[config.mk]
export PLATFORM = sky130hd
export DESIGN_NAME = cost_table
export DESIGN_NICKNAME = d
export VERILOG_FILES = /design/src/rtl/jam_pkg.sv /design/src/rtl/cost_ram.sv /design/src/rtl/cost_table.sv
export SDC_FILE = /design/constraint.sdc
export NUM_CORES = 1
export LEC_CHECK = 0
export CAP_MARGIN = 20
export CORE_UTILIZATION = 58
export DETAILED_ROUTE_END_ITERATION = 16
export MAX_ROUTING_LAYER = met4
export PLACE_DENSITY = 0.75
export SKIP_LAST_GASP = 1
export SLEW_MARGIN = 20
export SYNTH_ARGS = -nofsm -noshare
export SYNTH_HDL_FRONTEND = slang
export SYNTH_SLANG_ARGS = --single-unit
[constraint.sdc]
create_clock -name CLK -period 2.87 [get_ports CLK]
set_input_delay 0.287 -clock CLK [delete_from_list [all_inputs] [get_ports CLK]]
set_output_delay 0.287 -clock CLK [all_outputs]
set_load 0.01 [all_outputs]
[src/rtl/jam_pkg.sv]
// Shared sizing and FSM state encoding for the assignment-search cost table.
// Row-major addressing assumes N = 8 so that {W,J} is a 6-bit entry index.
package jam_pkg;
    localparam int N      = 8;
    localparam int COST_W = 7;
    localparam int ADDR_W = 6;

    typedef logic [0:0] state_t;
    localparam state_t LOAD  = 1'b0;
    localparam state_t SERVE = 1'b1;
endpackage

[src/rtl/cost_ram.sv]
// N*N cost storage: one write port, one registered read port (zero when re is low).
// Latency 1 cycle read; no backpressure, write-first forwarding on address collision.
// Storage is not reset; only the read register is.
module cost_ram #(
    parameter int DEPTH = 64,
    parameter int AW    = 6,
    parameter int DW    = 7
) (
    input  logic          clk,
    input  logic          rst_n,
    input  logic          we,
    input  logic [AW-1:0] waddr,
    input  logic [DW-1:0] wdata,
    input  logic          re,
    input  logic [AW-1:0] raddr,
    output logic [DW-1:0] rdata
);
    logic [DW-1:0] mem [DEPTH];
    logic [DW-1:0] rdata_d;
    logic [DW-1:0] rdata_q;

    always_ff @(posedge clk) begin
        if (we) begin
            mem[waddr] <= wdata;
        end
    end

    // Forward a same-cycle write so the final load entry is visible on the first SERVE read.
    always_comb begin
        rdata_d = '0;
        if (re) begin
            rdata_d = (we && (waddr == raddr)) ? wdata : mem[raddr];
        end
    end

    always_ff @(posedge clk or negedge rst_n) begin
        if (!rst_n) begin
            rdata_q <= '0;
        end else begin
            rdata_q <= rdata_d;
        end
    end

    assign rdata = rdata_q;
endmodule

[src/rtl/cost_table.sv]
// Loads an N*N cost matrix row-major, then serves registered lookups of (W,J).
// Latency: Cost 1 cycle after W/J; LdReady high only while loading, Clear restarts the load.
// COST_CHECKSUM_EN enables the LoadSum accumulator; otherwise LoadSum is tied to 0.
module cost_table #(
    parameter int N      = jam_pkg::N,
    parameter int COST_W = jam_pkg::COST_W
) (
    input  logic              CLK,
    input  logic              RST_N,
    input  logic              Clear,
    input  logic              LdValid,
    input  logic [COST_W-1:0] LdData,
    output logic              LdReady,
    output logic              TableValid,
    input  logic [2:0]        W,
    input  logic [2:0]        J,
    output logic [COST_W-1:0] Cost,
    output logic [15:0]       LoadSum
);
    import jam_pkg::state_t;
    import jam_pkg::LOAD;
    import jam_pkg::SERVE;
    import jam_pkg::ADDR_W;

    localparam logic [ADDR_W-1:0] LAST = ADDR_W'(N * N - 1);

    state_t            state_q, state_d;
    logic [ADDR_W-1:0] cnt_q, cnt_d;
    logic              tv_q, tv_d;
    logic              accept;

    always_comb begin
        state_d = state_q;
        cnt_d   = cnt_q;
        tv_d    = tv_q;
        accept  = LdValid && (state_q == LOAD) && !Clear;
        if (Clear) begin
            state_d = LOAD;
            cnt_d   = '0;
            tv_d    = 1'b0;
        end else if (accept) begin
            if (cnt_q == LAST) begin
                cnt_d   = '0;
                state_d = SERVE;
                tv_d    = 1'b1;
            end else begin
                cnt_d = cnt_q + ADDR_W'(1);
            end
        end
    end

    always_ff @(posedge CLK or negedge RST_N) begin
        if (!RST_N) begin
            state_q <= LOAD;
            cnt_q   <= '0;
            tv_q    <= 1'b0;
        end else begin
            state_q <= state_d;
            cnt_q   <= cnt_d;
            tv_q    <= tv_d;
        end
    end

    assign LdReady    = (state_q == LOAD);
    assign TableValid = tv_q;

    // Read enable follows the next state so Cost is zero for every cycle spent in LOAD.
    cost_ram #(
        .DEPTH (N * N),
        .AW    (ADDR_W),
        .DW    (COST_W)
    ) u_cost_ram (
        .clk   (CLK),
        .rst_n (RST_N),
        .we    (accept),
        .waddr (cnt_q),
        .wdata (LdData),
        .re    (state_d == SERVE),
        .raddr ({W, J}),
        .rdata (Cost)
    );

`ifdef COST_CHECKSUM_EN
    logic [15:0] sum_q, sum_d;

    always_comb begin
        sum_d = sum_q;
        if (Clear) begin
            sum_d = '0;
        end else if (accept) begin
            sum_d = sum_q + 16'(LdData);
        end
    end

    always_ff @(posedge CLK or negedge RST_N) begin
        if (!RST_N) begin
            sum_q <= '0;
        end else begin
            sum_q <= sum_d;
        end
    end

    assign LoadSum = sum_q;
`else
    assign LoadSum = 16'd0;
`endif
endmodule
==> metrics.csv, run 1 <==
stage;metric;value;unit
floorplan;core_area;31640;um2
final_layout;area.growth.synth_to_final;14.60;%
synthesis;ys_seq_area_share;73.97;%
status;status;complete, no violations;
setup_path;crit_type;reg2reg;
sta;setup_viol;0;
setup_path;r2r_setup_slack;0.46;ns
setup_path;path_max_fanout;7;
placement;gp_congestion;0.8868;
power;swShare;19.76;%
synthesis;synth_area;18690;um2
sta;fin_worst_skew;0.01867;ns
clocking;clock_sinks;463;
sta;fin_tns_setup;0;ns
sta;rsz0062_at_grt;false;
synthesis;ys.warnings.count;0;
setup_path;reg2reg_depth;5;
floorplan;pin_count;42;
global_routing;antenna_found_initial;0;
synthesis;ys.flop_type;edfxtp_1;
sta;layout_setup_ws;0.4602;ns
clocking;clockBufferDepth;3;
route;wl_per_cell;25.55;um
global_routing;grt_max_degree;66;
clocking;htreeDepth;2;
floorplan;dieArea;32950;um2
synthesis;async_flop_share;3.240;%
synthesis;synthCells;996;
clocking;path_clk_slew;0.06;ns
min_path;min_from;LdData[2];
clocking;cts-root-buf;clkbuf_16;
route;ant_nets;0;
setup_path;critPathRequiredTime;3.05;ns
power;internal_power;11.37;mW
power;p_switching;2.799;mW
sta;period_minus_slack;2.410;ns
route;drt_wl_total;39940;um
route;num_vias;9694;
route;vias_per_cell;6.202;
power;seqPwrFrac;52.4;%
clocking;cts_tree;built;
min_path;hp-class;in2reg;
final_layout;fin_util;67.72;%
setup_path;timing.rr.end;u_cost_ram.mem[45][1]$_DFFE_PP_;
route;dr.pass1.iters;5;
setup_path;critical_path_arrival;2.59;ns
sta;maxSlewViolCount;0;
power;clkPwrFrac;42.8;%
setup_path;worstSetupStartpointType;register;
synthesis;synth_cell_type_count;50;
clocking;cts_buffers;45;
global_routing;grt_pass1_vias;9689;
route;drc_errors;0;
placement;pre_cts_ws;0.1599;ns
synthesis;synth_edf_count;448;
synthesis;syn-mean-instance-area;18.77;um2
min_path;whs_endpoint;u_cost_ram.mem[3][2]$_DFFE_PP_;
power;power.total;14.17;mW
clocking;clock_latency;0.54;ns
clocking;holdBufCountCts;0;
clocking;cts_resized;0;
sta;worstMarginPinSlew;0.9230;ns
synthesis;ys_seq_elements;463;
floorplan;die_y;181.5;um
placement;hpwlAfterDp;26470;um
setup_path;end_kind;register;
power;comb_power_share;4.7;%
floorplan;chipWidth;181.5;um
global_routing;grt.overflow.total;0;
sta;fmax;415.0;MHz
placement;port_buffers;25;
route;drtIter0Drc;1310;
sta;slew-limit-headroom;38.27;%
final_layout;drive_gt1_share;23.34;%
sta;hold_viol_final;0;
final_layout;stdcell_count;1563;
final_layout;fin_nets;1142;
power;power_density;661.4;nW/um2
power;p_leak;7.307;nW
floorplan;rows;65;
global_routing;grt_pass1_wl;60250;um
floorplan;initial_utilization;59.09;%
setup_path;rr_startpoint;state_q$_DFF_PN0_;
clocking;cts.repair_timing.setup_buffer_count;0;
power;ir_worst_vdd;560.0;uV
global_routing;grt_usage;25.98;%
min_path;hold_depth;1;
sta;period_share;83.97;%
run;drv_cap;0;
final_layout;antenna_cells;0;
placement;dp.cells;1479;
state kept, by name, summed over array words and instances (netlist names):
register          cells
TableValid            1
cnt_q                 6
state_q               1
u_cost_ram.mem      448
u_cost_ram.rdata      7
cell usage after synthesis (all sizes together), types with 3 or more instances:
library cell,n,share of area (%)
mux2,12,0.72
mux2i,88,4.7
nor2,83,1.7
o21ai,5,0.19
nand2b,6,0.20
edfxtp,448,72
mux4,81,10
a21oi,9,0.24
clkbuf,15,0.35
nand4,15,0.54
nand2,57,1.1
nand4b,6,0.28
nor3,19,0.51
dfrtp,15,2.0
o211ai,4,0.16
nand3,15,0.43
xor2,8,0.37
a221oi,3,0.14
buf,54,2.2
o2111a,3,0.18
nor2b,9,0.30
nand3b,4,0.16
a22oi,17,0.68
metal layers:
layer	track usage [%]	up-vias	routed length [um]	share of wire, %
met5	-	-	0	0
met4	7.153	0	980	2.5
met3	4.834	70	3466	8.7
met2	40.42	481	19530	49
met1	35.73	4925	15970	40
li1	-	4218	-	-
kinds of logic (layout without fill, tap and decap cells):
logic type | Yosys count | count (layout) | share of synthesized area, %
flip-flops | 463 | 463 | 73.97
AND/OR/NAND/NOR | 222 | 222 | 5.529
multiplexers | 181 | 181 | 15.51
buffers and inverters | 70 | 220 | 2.550
AO/OA/AOI/OAI | 48 | 48 | 1.881
XOR/XNOR | 10 | 10 | 0.4685
adder cells (fa/ha/maj) | 1 | 1 | 0.06692
other | 1 | 16 | 0.02006
stage by stage:
stage          hold slack, ns  instance area [um2]
3_5_place_dp           0.5065                19880
2_1_floorplan       -0.008591                18750
6_report               0.1527                21420
5_1_grt                0.1392                21420
4_1_cts                0.1410                21420
3_3_place_gp           0.4923                19880
worst max-delay path, stage by stage, from the launching register on:
cell and delay, ns:
dfrtp_1 0.40, nand2b_1 0.23, nor2_1 0.36, and2_1 0.27, nand2_1 0.21, nor2_1 0.58
layout by cell type (no fill, tap or decap), drive strengths merged, types with 8 or more instances in the layout:
master / instances
edfxtp: 448
buf: 121
mux2i: 88
nor2: 83
mux4: 81
clkbuf: 59
nand2: 57
nor3: 19
a22oi: 17
conb: 16
clkinv: 16
dfrtp: 15
nand3: 15
nand4: 15
clkdlybuf4s50: 14
mux2: 12
a21oi: 9
nor2b: 9
xor2: 8
final cells by class:
| type | instances | area [um2] |
|---|---|---|
| clock inverters | 25 | 295.3 |
| well taps | 402 | 503.0 |
| clock buffers | 59 | 1251 |
| multi-input cells | 478 | 4446 |
| flip-flops and latches | 463 | 13830 |
| fillers | 2020 | 10210 |
| repair buffers | 135 | 1096 |
| inverters | 1 | 3.754 |
how the worst max path moves through the flow:
stage	startpoint	to	slack, ns	cells after the start
after floorplan	state_q$_DFF_PN0_	u_cost_ram.mem[40][0]$_DFFE_PP_	0.86	4
after global routing	state_q$_DFF_PN0_	u_cost_ram.mem[45][4]$_DFFE_PP_	0.31	5
final	state_q$_DFF_PN0_	u_cost_ram.mem[45][1]$_DFFE_PP_	0.46	5
after detailed placement	LdValid	u_cost_ram.mem[45][5]$_DFFE_PP_	0.16	6
after global placement	LdValid	u_cost_ram.mem[45][5]$_DFFE_PP_	0.19	6
after CTS	state_q$_DFF_PN0_	u_cost_ram.mem[45][1]$_DFFE_PP_	0.49	5
power by group through the flow:
stage          clock network, mW  registers (mW)  logic (mW)
4_1_cts                     6.14            7.43       0.674
3_5_place_dp                   0            7.57       0.671
6_report                    6.07            7.43       0.671
3_3_place_gp                   0            7.57       0.659
2_1_floorplan                  0            7.57       0.409
5_1_grt                     6.40            7.42       0.714
Power figures use the tool's default switching activity.
==> run 2, diff against run 1 <==
--- a/config.mk
+++ b/config.mk
@@ -6,10 +6,10 @@
 export NUM_CORES = 1
 export LEC_CHECK = 0
 export CAP_MARGIN = 20
-export CORE_UTILIZATION = 58
+export CORE_UTILIZATION = 56
 export DETAILED_ROUTE_END_ITERATION = 16
 export MAX_ROUTING_LAYER = met4
-export PLACE_DENSITY = 0.75
+export PLACE_DENSITY = 0.76
 export SKIP_LAST_GASP = 1
 export SLEW_MARGIN = 20
 export SYNTH_ARGS = -nofsm -noshare
==> constraint.sdc (replaced) <==
create_clock -name CLK -period 1.9 [get_ports CLK]
set_input_delay 0.19 -clock CLK [delete_from_list [all_inputs] [get_ports CLK]]
set_output_delay 0.19 -clock CLK [all_outputs]
set_load 0.01 [all_outputs]
==> run 2 against run 1 <==
  * The flow now finishes with violations (setup timing)
  * Die area grew 3.5%
  * Routed wire length increased by 3.9%
  * Total power is 51% higher
  * Fmax rose by 21%
  * Clock-buffer cell count is 3 higher
  * Non-clock buffer count grew 68
  * Sequential share of layout area shrank 2.2 points
==> metrics.csv, run 2 (synthesized netlist as in run 1, its figures left out) <==
stage;metric;value;unit
min_path;min_from;LdData[4];
sta;hold_ws;0.1345;ns
clocking;clock_sinks;463;
final_layout;layout_commonest_cell;edfxtp_1;
route;vias_per_cell;5.990;
final_layout;fin_nets;1211;
route;drtIter0Drc;1171;
sta;fmax;500.8;MHz
final_layout;top_register;u_cost_ram.mem;
sta;slew-limit-headroom;63.31;%
floorplan;core_area;32700;um2
setup_path;end_kind;register;
placement;port_buffers;25;
global_routing;grt_usage;25.89;%
floorplan;dieArea;34120;um2
setup_path;critical_path_arrival;2.42;ns
global_routing;antenna_found_initial;0;
route;wl_per_cell;24.82;um
sta;maxSlewViolCount;0;
setup_path;worstSetupStartpointType;register;
final_layout;largest_reg_flops;448;
route;dr.pass1.iters;5;
setup_path;rr_startpoint;u_cost_ram.mem[5][1]$_DFFE_PP_;
floorplan;chipWidth;184.7;um
final_layout;stdcell_count;1672;
global_routing;grt.overflow.total;0;
global_routing;globalRouteMet2Util;39.94;%
floorplan;die_y;184.7;um
min_path;hp-class;in2reg;
route;ant_nets;0;
final_layout;fin_util;67.81;%
global_routing;grt_use_met1;35.31;%
power;p_leak;7.668;nW
sta;period_share;105.1;%
status;status;finished, violations left;
route;drc_errors;0;
sta;fin_tns_setup;-0.1296;ns
min_path;whs_endpoint;u_cost_ram.mem[53][4]$_DFFE_PP_;
sta;period_minus_slack;1.997;ns
global_routing;busiest_layer;met2;
status;violations;setup timing;
final_layout;antenna_cells;0;
placement;hpwlAfterDp;26700;um
sta;hold_viol_final;0;
setup_path;path_max_fanout;1;
clocking;htreeDepth;2;
final_layout;postLayoutCellArea;22170;um2
floorplan;pin_count;42;
route;num_vias;10020;
power;ir_worst_vdd;717.4;uV
min_path;hold_depth;2;
placement;gp_congestion;0.9025;
clocking;clockBufferDepth;3;
floorplan;initial_utilization;57.17;%
placement;pre_cts_ws;-0.3642;ns
sta;fin_worst_skew;0.01477;ns
floorplan;rows;66;
final_layout;drive_gt1_share;28.86;%
clocking;path_clk_slew;0.06;ns
final_layout;area.growth.synth_to_final;18.61;%
global_routing;grt_max_degree;66;
sta;worstMarginPinSlew;0.5503;ns
setup_path;timing.rr.end;u_cost_ram.rdata[1]$_DFF_PN0_;
sta;rsz0062_at_grt;true;
setup_path;r2r_setup_slack;-0.1;ns
run;drv_cap;0;
power;power_density;965.4;nW/um2
clocking;cts-root-buf;clkbuf_16;
clocking;cts_buffers;46;
global_routing;grt_pass1_vias;9947;
global_routing;grt_pass1_wl;61340;um
setup_path;reg2reg_depth;5;
placement;dp.cells;1589;
final_layout;layout_common_cells;448 x edfxtp_1, 158 x buf_4, 85 x mux2i_1, 80 x nor2_1, 69 x mux4_2;
power;power.total;21.41;mW
setup_path;crit_type;reg2reg;
placement;postPlaceCellArea;20640;um2
route;drt_wl_total;41510;um
clocking;clock_latency;0.54;ns
sta;layout_setup_ws;-0.09694;ns
sta;setup_viol;2;
global_routing;use_met3;4.426;%
clocking;cts.repair_timing.setup_buffer_count;0;
setup_path;critPathRequiredTime;2.32;ns
clocking;cts_tree;built;
-- run 2: cell types whose count changed in the layout (fill, tap and decap cells not counted), sizes merged --
cell	previous run	this run
buf	121	188
clkbuf	59	62
bufinv	7	5
clkinvlp	1	2
dlygate4sd3	0	1
inv	2	1
-- run 2: power by group --
group          switching (mW)  internal [mW]  leakage, nW
clock network            3.63           5.38        0.732
registers              0.0109           11.2         4.23
logic                   0.672          0.502         2.70
total                    4.32           17.1         7.67
-- run 2: worst max-delay path by stage --
stage                                         from                               to  slack [ns]  cells after the start
floorplan                        state_q$_DFF_PN0_  u_cost_ram.mem[14][0]$_DFFE_PP_      -0.008                      4
global placement                              J[1]    u_cost_ram.rdata[0]$_DFF_PN0_       -0.35                      8
detailed placement                            J[1]    u_cost_ram.rdata[0]$_DFF_PN0_       -0.36                      8
CTS                 u_cost_ram.mem[5][1]$_DFFE_PP_    u_cost_ram.rdata[1]$_DFF_PN0_       -0.07                      5
global route        u_cost_ram.mem[5][1]$_DFFE_PP_    u_cost_ram.rdata[1]$_DFF_PN0_       -0.08                      5
finish              u_cost_ram.mem[5][1]$_DFFE_PP_    u_cost_ram.rdata[1]$_DFF_PN0_        -0.1                      5
-- run 2: layout make-up --
cell class,count,area [um2]
clock buffer,62,1275
timing repair buffer,203,1784
inverter,1,3.754
clock inverter,23,234.0
fill,2066,10530
sequential,463,13830
tap,442,553.0
multi-input combinational,478,4493
-- run 2: worst max-delay path: stages, from the launching register on --
cell and delay, ns:
edfxtp_1 0.40, mux4_2 0.49, mux2_2 0.29, o211ai_1 0.29, nand4_1 0.19, o2111a_1 0.21
-- run 2: per-layer routing --
layer | share of wire, % | wire (um)
met2 | 48 | 19830
met4 | 3.3 | 1384
met3 | 7.8 | 3230
met1 | 41 | 17060
met5 | 0 | 0
-- run 2: timing repair --
action | in CTS | in global routing
gates resized for setup | 3 | 15
cloned | 0 | 0
endpoints found under the hold margin | 15 | 0
hold buffers | 1 | 0
endpoints found under the setup margin | 3 | 156
pin swaps | 3 | 11
==> run 3, diff against run 2 <==
--- a/config.mk
+++ b/config.mk
@@ -5,11 +5,12 @@
 export SDC_FILE = /design/constraint.sdc
 export NUM_CORES = 1
 export LEC_CHECK = 0
+export ABC_CLOCK_PERIOD_IN_PS = 1900
 export CAP_MARGIN = 20
 export CORE_UTILIZATION = 56
 export DETAILED_ROUTE_END_ITERATION = 16
 export MAX_ROUTING_LAYER = met4
-export PLACE_DENSITY = 0.76
+export PLACE_DENSITY = 0.74
 export SKIP_LAST_GASP = 1
 export SLEW_MARGIN = 20
 export SYNTH_ARGS = -nofsm -noshare
==> constraint.sdc (replaced) <==
create_clock -name CLK -period 1.9 [get_ports CLK]
set_input_delay 0.19 -clock CLK [delete_from_list [all_inputs] [get_ports CLK]]
set_output_delay 0.19 -clock CLK [all_outputs]
set_load 0.1 [all_outputs]
==> run 3 against run 2 <==
  * The run still ends with setup timing left
  * Sequential share of layout area down 0.16 points
  * Via count up 0.78%
  * Worst setup slack better by 0.031 ns
  * Critical endpoint is now u_cost_ram.mem[58][6]$_DFFE_PP_
  * Highest routed layer unchanged
  * First-iteration DRC count down 14%
  * Routed wire length up 2.0%
==> metrics.csv, run 3 (synthesized netlist as in run 1, its figures left out) <==
stage;metric;value;unit
floorplan;rows;66;
clocking;clockBufferDepth;3;
final_layout;area.growth.synth_to_final;18.93;%
setup_path;cp-startpoint;state_q$_DFF_PN0_;
final_layout;fin_nets;1233;
final_layout;antenna_cells;0;
route;drtIter0Drc;1010;
sta;rsz0062_at_grt;true;
clocking;path_clk_slew;0.06;ns
setup_path;reg2reg_depth;8;
setup_path;crit_path_frequent_cell;buf_4;
floorplan;pin_count;42;
power;clkPwrFrac;40.1;%
route;num_vias;10090;
setup_path;path_max_fanout;5;
floorplan;die_y;184.7;um
global_routing;antenna_found_initial;0;
setup_path;crit_path_end;u_cost_ram.mem[58][6]$_DFFE_PP_;
route;drt_wl_total;42330;um
setup_path;end_kind;register;
power;power_density;941.7;nW/um2
final_layout;layout_common_cells;448 x edfxtp_1, 188 x buf_4, 88 x mux2i_1, 74 x nor2_1, 68 x mux4_2;
route;vias_per_cell;5.972;
min_path;hold_depth;1;
final_layout;postLayoutCellArea;22230;um2
final_layout;top_register;u_cost_ram.mem;
power;internal_power;16.48;mW
placement;port_buffers;25;
power;comb_power_share;6.4;%
final_layout;largest_reg_flops;448;
sta;period_minus_slack;1.966;ns
min_path;hp-class;in2reg;
placement;gp_congestion;0.9494;
clocking;cts_buffers;45;
sta;fmax;508.7;MHz
setup_path;timing.rr.end;u_cost_ram.mem[58][6]$_DFFE_PP_;
setup_path;rr_startpoint;state_q$_DFF_PN0_;
floorplan;initial_utilization;57.17;%
status;violations;setup timing;
setup_path;crit_cells;8;
run;drv_cap;0;
setup_path;crit_buf_inv;4;
setup_path;max_stage_delay;0.38;ns
setup_path;critPathRequiredTime;2.15;ns
clocking;htreeDepth;2;
placement;hpwlAfterDp;28630;um
placement;postPlaceCellArea;20730;um2
setup_path;crit_type;reg2reg;
power;p_switching;4.457;mW
setup_path;critical_path_arrival;2.22;ns
final_layout;layout_commonest_cell;edfxtp_1;
power;swShare;21.29;%
sta;hold_viol_final;0;
floorplan;core_area;32700;um2
route;drc_errors;0;
setup_path;cp_cell_sequence;nand2b_4 -> buf_4 -> nor3_1 -> buf_4 -> nand2_1 -> buf_4 -> nor2_1 -> buf_4;
sta;fin_worst_skew;0.02254;ns
global_routing;grt.overflow.total;0;
final_layout;drive_gt1_share;31.49;%
global_routing;grt_pass1_wl;62880;um
setup_path;critPathSlowestCell;dfrtp_1;
setup_path;r2r_setup_slack;-0.07;ns
clocking;cts_tree;built;
sta;period_share;103.5;%
clocking;clock_latency;0.55;ns
final_layout;fillerInstances;2121;
setup_path;worstSetupStartpointType;register;
clocking;cts-root-buf;clkbuf_16;
route;wl_per_cell;25.04;um
global_routing;grt_max_degree;58;
power;ir_worst_vdd;793.8;uV
status;status;finished, violations left;
power;p_leak;7.765;nW
power;power.total;20.94;mW
sta;maxSlewViolCount;0;
floorplan;dieArea;34120;um2
global_routing;grt_pass1_vias;10010;
setup_path;crit_family;buffers and inverters;
sta;layout_setup_ws;-0.06582;ns
route;dr.pass1.iters;5;
clocking;clock_sinks;463;
global_routing;grt_usage;26.68;%
sta;setup_viol;180;
floorplan;chipWidth;184.7;um
power;seqPwrFrac;53.6;%
route;ant_nets;0;
==> run 3: cell count changes in the layout (fill, tap and decap cells not counted), sizes merged <==
| cell | delta |
|---|---|
| bufinv | -3 |
| buf | +32 |
| clkbuf | -6 |
| clkdlybuf4s50 | -9 |
| clkinv | +4 |
==> run 3: worst min path at each step <==
stage              start                              end  slack, ns
2_1_floorplan      RST_N           TableValid$_DFFE_PN0P_      -0.11
3_3_place_gp       RST_N    u_cost_ram.rdata[5]$_DFF_PN0_       0.55
3_5_place_dp       RST_N    u_cost_ram.rdata[5]$_DFF_PN0_       0.55
4_1_cts        LdData[4]  u_cost_ram.mem[62][4]$_DFFE_PP_       0.06
5_1_grt        LdData[4]  u_cost_ram.mem[62][4]$_DFFE_PP_       0.05
6_report       LdData[4]  u_cost_ram.mem[62][4]$_DFFE_PP_       0.06
==> run 3: repair_timing <==
item,4_1_cts,5_1_grt
setup buffers,0,3
endpoints found under the setup margin,2,309
endpoints found under the hold margin,13,0
resized for setup,2,28
gates cloned,0,0
pin swaps,0,10
hold buffers,1,0
==> run 3: area by class of cell <==
cell class | instances | area (um2) | area share, %
Tap cell | 442 | 553.0 | 2.487
Clock inverter | 24 | 187.7 | 0.8442
Sequential cell | 463 | 13830 | 62.21
Timing Repair Buffer | 226 | 1933 | 8.695
Multi-Input combinational cell | 478 | 4524 | 20.35
Clock buffer | 56 | 1199 | 5.391
Inverter | 1 | 3.754 | 0.01688
==> run 3: layer usage <==
metal / up-vias / track usage, % / part of all wire, %
met4: 0 / 7.140 / 2.6
met2: 494 / 41.40 / 48
met1: 5125 / 36.92 / 41
li1: 4393 / - / -
met3: 81 / 4.722 / 8.0
met5: - / - / 0
==> run 3: power by group through the flow <==
stage          Sequential [mW]  Clock (mW)  Combinational, mW
2_1_floorplan             11.4           0              0.742
3_3_place_gp              11.4           0               1.29
3_5_place_dp              11.4           0               1.30
4_1_cts                   11.2        8.50               1.31
5_1_grt                   11.2        8.90               1.40
6_report                  11.2        8.39               1.33
==> run 3: through the flow <==
step / cells / setup WS [ns] / hold slack [ns] / setup TNS (ns) / util (%)
detailed placement: 1606 / -0.3564 / 0.5474 / -80.17 / 63.39
global placement: 1606 / -0.3699 / 0.5494 / -88.63 / 63.39
global route: 1690 / -0.1176 / 0.05426 / -15.60 / 67.99
floorplan: 1011 / -0.007847 / -0.1056 / -0.2197 / -
CTS: 1687 / 0.001690 / 0.05561 / 0 / 67.70
finish: 1690 / -0.06582 / 0.06293 / -4.575 / 67.99
